===== src/rtl/key_click_classifier.sv =====
// key_click_classifier: turns debounced key edges into single-click,
// double-click and long-press pulses and toggles the two board LEDs.
module key_click_classifier #(
    parameter int LONG_CNT = 50_000_000,
    parameter int GAP_CNT  = 15_000_000,
    parameter int CNT_W    = 26
) (
    input  logic       clk,
    input  logic       rst,
    input  logic       key_flag,
    input  logic       key_state,
    output logic       single_pulse,
    output logic       double_pulse,
    output logic       long_pulse,
    output logic [1:0] led
);

    typedef enum logic [2:0] {
        IDLE,
        PRESS1,
        WAIT_GAP,
        PRESS2,
        LONG_HOLD
    } state_t;

    localparam logic [CNT_W-1:0] LONG_LAST = CNT_W'(LONG_CNT - 1);
    localparam logic [CNT_W-1:0] GAP_LAST  = CNT_W'(GAP_CNT - 1);

    state_t           state_q, state_d;
    logic [CNT_W-1:0] cnt_q, cnt_d;
    logic             single_q, single_d;
    logic             double_q, double_d;
    logic             long_q, long_d;
    logic [1:0]       led_q, led_d;

    logic press_edge;
    logic release_edge;

    assign press_edge   = key_flag & ~key_state;
    assign release_edge = key_flag & key_state;

    // State, counter and registered outputs; reset wins over every input.
    always_ff @(posedge clk) begin
        if (rst) begin
            state_q  <= IDLE;
            cnt_q    <= '0;
            single_q <= 1'b0;
            double_q <= 1'b0;
            long_q   <= 1'b0;
            led_q    <= 2'b00;
        end else begin
            state_q  <= state_d;
            cnt_q    <= cnt_d;
            single_q <= single_d;
            double_q <= double_d;
            long_q   <= long_d;
            led_q    <= led_d;
        end
    end

    // Next state: the key edge beats a timeout in the same cycle.
    always_comb begin
        state_d = state_q;
        unique case (state_q)
            IDLE: begin
                if (press_edge) state_d = PRESS1;
            end
            PRESS1: begin
                if (release_edge)          state_d = WAIT_GAP;
                else if (cnt_q == LONG_LAST) state_d = LONG_HOLD;
            end
            WAIT_GAP: begin
                if (press_edge)           state_d = PRESS2;
                else if (cnt_q == GAP_LAST) state_d = IDLE;
            end
            PRESS2: begin
                if (release_edge) state_d = IDLE;
            end
            LONG_HOLD: begin
                if (release_edge) state_d = IDLE;
            end
            default: state_d = IDLE;
        endcase
    end

    // Counter and event decode; each event is a specific state transition.
    always_comb begin
        cnt_d = '0;
        if (state_d == state_q &&
            (state_q == PRESS1 || state_q == WAIT_GAP)) begin
            cnt_d = cnt_q + 1'b1;
        end
        single_d = (state_q == WAIT_GAP) && (state_d == IDLE);
        double_d = (state_q == PRESS2) && (state_d == IDLE);
        long_d   = (state_q == PRESS1) && (state_d == LONG_HOLD);
        led_d    = led_q ^ {double_d | long_d, single_d | long_d};
    end

    assign single_pulse = single_q;
    assign double_pulse = double_q;
    assign long_pulse   = long_q;
    assign led          = led_q;

endmodule


===== config.mk =====
export PLATFORM = sky130hd
export DESIGN_NAME = key_click_classifier
export DESIGN_NICKNAME = d
export VERILOG_FILES = /design/src/rtl/key_click_classifier.sv
export SDC_FILE = /design/constraint.sdc
export NUM_CORES = 1
export LEC_CHECK = 0
export ABC_AREA = 0
export ABC_CLOCK_PERIOD_IN_PS = 3250
export CAP_MARGIN = 20
export CELL_PAD_IN_SITES_DETAIL_PLACEMENT = 1
export CELL_PAD_IN_SITES_GLOBAL_PLACEMENT = 1
export CORE_UTILIZATION = 40
export CTS_BUF_LIST = sky130_fd_sc_hd__clkbuf_16
export CTS_CLUSTER_SIZE = 40
export DETAILED_ROUTE_END_ITERATION = 6
export PLACE_DENSITY_LB_ADDON = 0.12
export REMOVE_ABC_BUFFERS = 1
export SYNTH_ARGS = -nofsm -noshare
export SYNTH_HDL_FRONTEND = slang
export SYNTH_SLANG_ARGS = --single-unit
export TNS_END_PERCENT = 30

===== constraint.sdc =====
create_clock -name clk -period 3.25 [get_ports clk]
set_input_delay 0.65 -clock clk [delete_from_list [all_inputs] [get_ports clk]]
set_output_delay 0.65 -clock clk [all_outputs]
set_load 0.005 [all_outputs]

==> impl_summary.txt <==
----------------------------------------------------
[Yosys]
  Total standard cell area after synthesis ... 0.00177 mm2
  Leading cell types by count after synthesis ... 34 x sky130_fd_sc_hd__dfxtp_1, 33 x sky130_fd_sc_hd__nor3_1, 16 x sky130_fd_sc_hd__nand2_1
  Ys async rst share ... 0%
  Post-synth top area share ... 38.4%
  Top cell type by total area after synthesis ... sky130_fd_sc_hd__dfxtp_1
  Yosys warning count ... 0
  Leading register cell type out of synthesis ... sky130_fd_sc_hd__dfxtp_1
  Syn_area_per_cell ... 9.05 um2
  Leading post-synthesis cells by cell area ... sky130_fd_sc_hd__dfxtp_1 38%, sky130_fd_sc_hd__nor3_1 9.3%, sky130_fd_sc_hd__xor2_1 7.4%, sky130_fd_sc_hd__xnor2_1 5.4%, sky130_fd_sc_hd__nand4_1 3.9%
  #FFs+latches synth ... 34
  Distinct cells, synth ... 44
  Share of synthesized area occupied by flip-flops and latches ... 38.4%
  Number of instances in the synthesized netlist ... 196
  Leading cell type by number of instances after synthesis ... sky130_fd_sc_hd__dfxtp_1
  Post-synth EDFFs ... 0

[Drt]
  Total vias in the final route ... 1,457
  Pre-antenna DRT Iters ... 4
  Post-detailed-routing wire length ... 4180 um
  Mean number of vias per cell ... 5.76
  Number of DRC markers in iteration 0 ... 67
  Post-route DRC ... 0
  ANT nets after route ... 0
  Drt wl/cell ... 16.5 um

[Global routing]
  Total routing usage reported by global routing ... 21.6%
  Number of global-route vias before repair ... 1,520
  Global-route wire length before repair ... 7220 um
  Final global-route overflow total ... 0
  Maximum number of pins on one net before global-route repair ... 27
  Antenna violations before repair ... 0

[Clocking]
  Clk Latency, worst-skew pair ... 0.28 ns
  Clock buffer depth ... 2
  Clock tree from TritonCTS ... built
  # resized after CTS ... 0
  Inserted Clock Buffers ... 5
  CTS root buf ... sky130_fd_sc_hd__clkbuf_16
  Total number of clock tree sinks ... 34
  CTS clk-pin slew, worst paths ... 0.05 ns
  H-tree depth reported by CTS ... 2
  CTS Hold Bufs ... 0
  # Post-CTS Setup Buffers ... 0

[Worst setup path]
  CP Data Required Time ... 3.41 ns
  Destination of the worst register-to-register timing path ... cnt_q[1]
  List of cells traversed by the critical path ... ha_1 > and4_1 > nand2_1 > nor4_2 > o21a_1 > buf_4 > nor3b_1
  Launch point of the worst path ... cnt_q[0]
  Register-to-Register Path Depth ... 7
  Worst path max stage delay ... 0.43 ns
  Cell at the slowest stage of the critical path ... sky130_fd_sc_hd__o21a_1
  Critical path capture point type ... register
  Worst path bufs/invs ... 1
  Cell family with the largest share of critical-path delay ... simple AND/OR/NAND/NOR gates
  R2R Path Start ... cnt_q[0]
  Startpoint types ... register
  Largest fanout of any net on the critical path ... 16
  Critical path arrival ... 2.59 ns
  Total number of cells along the worst setup path ... 7
  Critical path start-end classification ... register to register
  Crit path to ... cnt_q[1]
  Reg-to-reg slack, setup ... 0.82 ns

[Placement]
  Count of buffers from port buffering ... 8
  Total placed instance area ... 0.00185 mm2
  Worst setup slack after placement ... 0.542 ns
  Final weighted congestion in routability-driven placement ... 0.790
  Half-perimeter wire length after placement ... 3020 um

[Final layout]
  Fraction of layout instances using a drive strength above 1 ... 10.8%
  Number of diodes added for antenna fixing ... 0
  Design Area, Final ... 0.00198 mm2
  Synth-to-Final Area Change ... 11.8%
  Final net count ... 208

[Floorplan]
  Initial Util ... 43.1%
  Floorplan row count ... 23
  Height of the die ... 68.6 um
  Ports placed on the boundary ... 9
  Floorplan die width ... 68.6 um
  Die area ... 0.00471 mm2
  Area of the core region ... 0.00412 mm2

[STA]
  Final number of hold-violating endpoints ... 0
  Highest attainable clock frequency ... 411 MHz
  Worst-case headroom to the max-slew limit ... 52.3%
  Clock skew ... 0.00417 ns
  Final cycle utilization of the critical path ... 74.8%
  TNS Setup ... 0 ns
  Slew at the pin with the worst max-slew slack ... 0.712 ns
  Final critical-path setup slack ... 0.819 ns
  Shortest clock period the worst path allows after layout ... 2.43 ns
  Fin. max-slew vios ... 0
  Final setup violation count ... 0
  RSZ-0062 raised after global routing ... false

[Status]
  Result of the run ... finished clean

[Run]
  Maximum Capacitance Violations ... 0

[Power]
  Max IR drop VDD ... 0.289 mV
  LEAKAGE ... 0.594 nW
  Power Density ... 459 mW/mm2

[Worst hold path]
  Classification of the worst-slack hold path ... register to register

----------------------------------------------------
==> cell families (layout without fill, tap and decap cells) <==
logic type | Yosys count | after routing | synth area share [%]
buffers and inverters | 13 | 20 | 5.36
adders and majority gates | 1 | 1 | 0.705
AOI/OAI and AO/OA | 14 | 14 | 5.85
xor gates and xnor gates | 26 | 26 | 12.8
and+or+nand+nor | 108 | 108 | 36.9
DFF | 34 | 34 | 38.4
==> registers in the layout, summed over array words and instances (netlist names) <==
register	cells
single_pulse	1
cnt_q	26
double_pulse	1
state_q	3
led	2
long_pulse	1
==> where the power goes <==
part	internal [mW]	leakage, nW	switching (mW)
Clock	0.276	0.0694	0.166
Sequential	0.420	0.274	0.00359
Combinational	0.0148	0.250	0.0309
Total	0.710	0.594	0.201
==> per-layer routing <==
layer  GRT usage [%]  share of wire [%]  up-vias
met5               0                  0        -
li1                -                  -      726
met2            35.9                 49       23
met3            6.41                3.0        7
met1            25.5                 46      701
met4            9.38                1.8        0
==> how the worst min path moves through the flow <==
stage                     startpoint       end  slack [ns]  cells after the start
after CTS                   cnt_q[0]  cnt_q[0]        0.52                      1
final                       cnt_q[0]  cnt_q[0]        0.51                      1
after global routing        cnt_q[0]  cnt_q[0]        0.55                      1
after floorplan             cnt_q[0]  cnt_q[0]        0.46                      1
after global placement      cnt_q[0]  cnt_q[0]        0.48                      1
after detailed placement    cnt_q[0]  cnt_q[0]        0.51                      1
==> metrics by stage <==
step	power (mW)	instances	util, %	hold slack [ns]
after floorplan	0.457	186	-	0.457
after detailed placement	0.478	246	44.9	0.506
final	0.911	253	48.2	0.514
after global routing	0.941	253	48.2	0.546
after CTS	0.924	253	48.2	0.519
after global placement	0.476	246	44.9	0.485
==> area by class of cell <==
cell class / instances / area, um2
clock buffers: 5 / 125
clock inverters: 2 / 10.0
fillers: 492 / 2130
inverters: 3 / 11.3
multi-input cells: 149 / 998
flip-flops and latches: 34 / 681
well taps: 50 / 62.6
repair buffers: 10 / 95.1
==> placed cells by master (no fill, tap or decap), types with 3 or more instances in the layout <==
cell type and count:
sky130_fd_sc_hd__xnor2_1 11, sky130_fd_sc_hd__and2_1 4, sky130_fd_sc_hd__nand2_1 16, sky130_fd_sc_hd__nor2_1 5, sky130_fd_sc_hd__nor4_1 3, sky130_fd_sc_hd__inv_1 3, sky130_fd_sc_hd__clkdlybuf4s50_1 8, sky130_fd_sc_hd__dfxtp_1 34
sky130_fd_sc_hd__a21oi_1 5, sky130_fd_sc_hd__nand4_1 11, sky130_fd_sc_hd__and4_1 3, sky130_fd_sc_hd__xor2_1 15, sky130_fd_sc_hd__nand3_1 10, sky130_fd_sc_hd__clkbuf_16 5, sky130_fd_sc_hd__nor3_1 33, sky130_fd_sc_hd__and3_1 3
(Power assumes the default switching activity.)
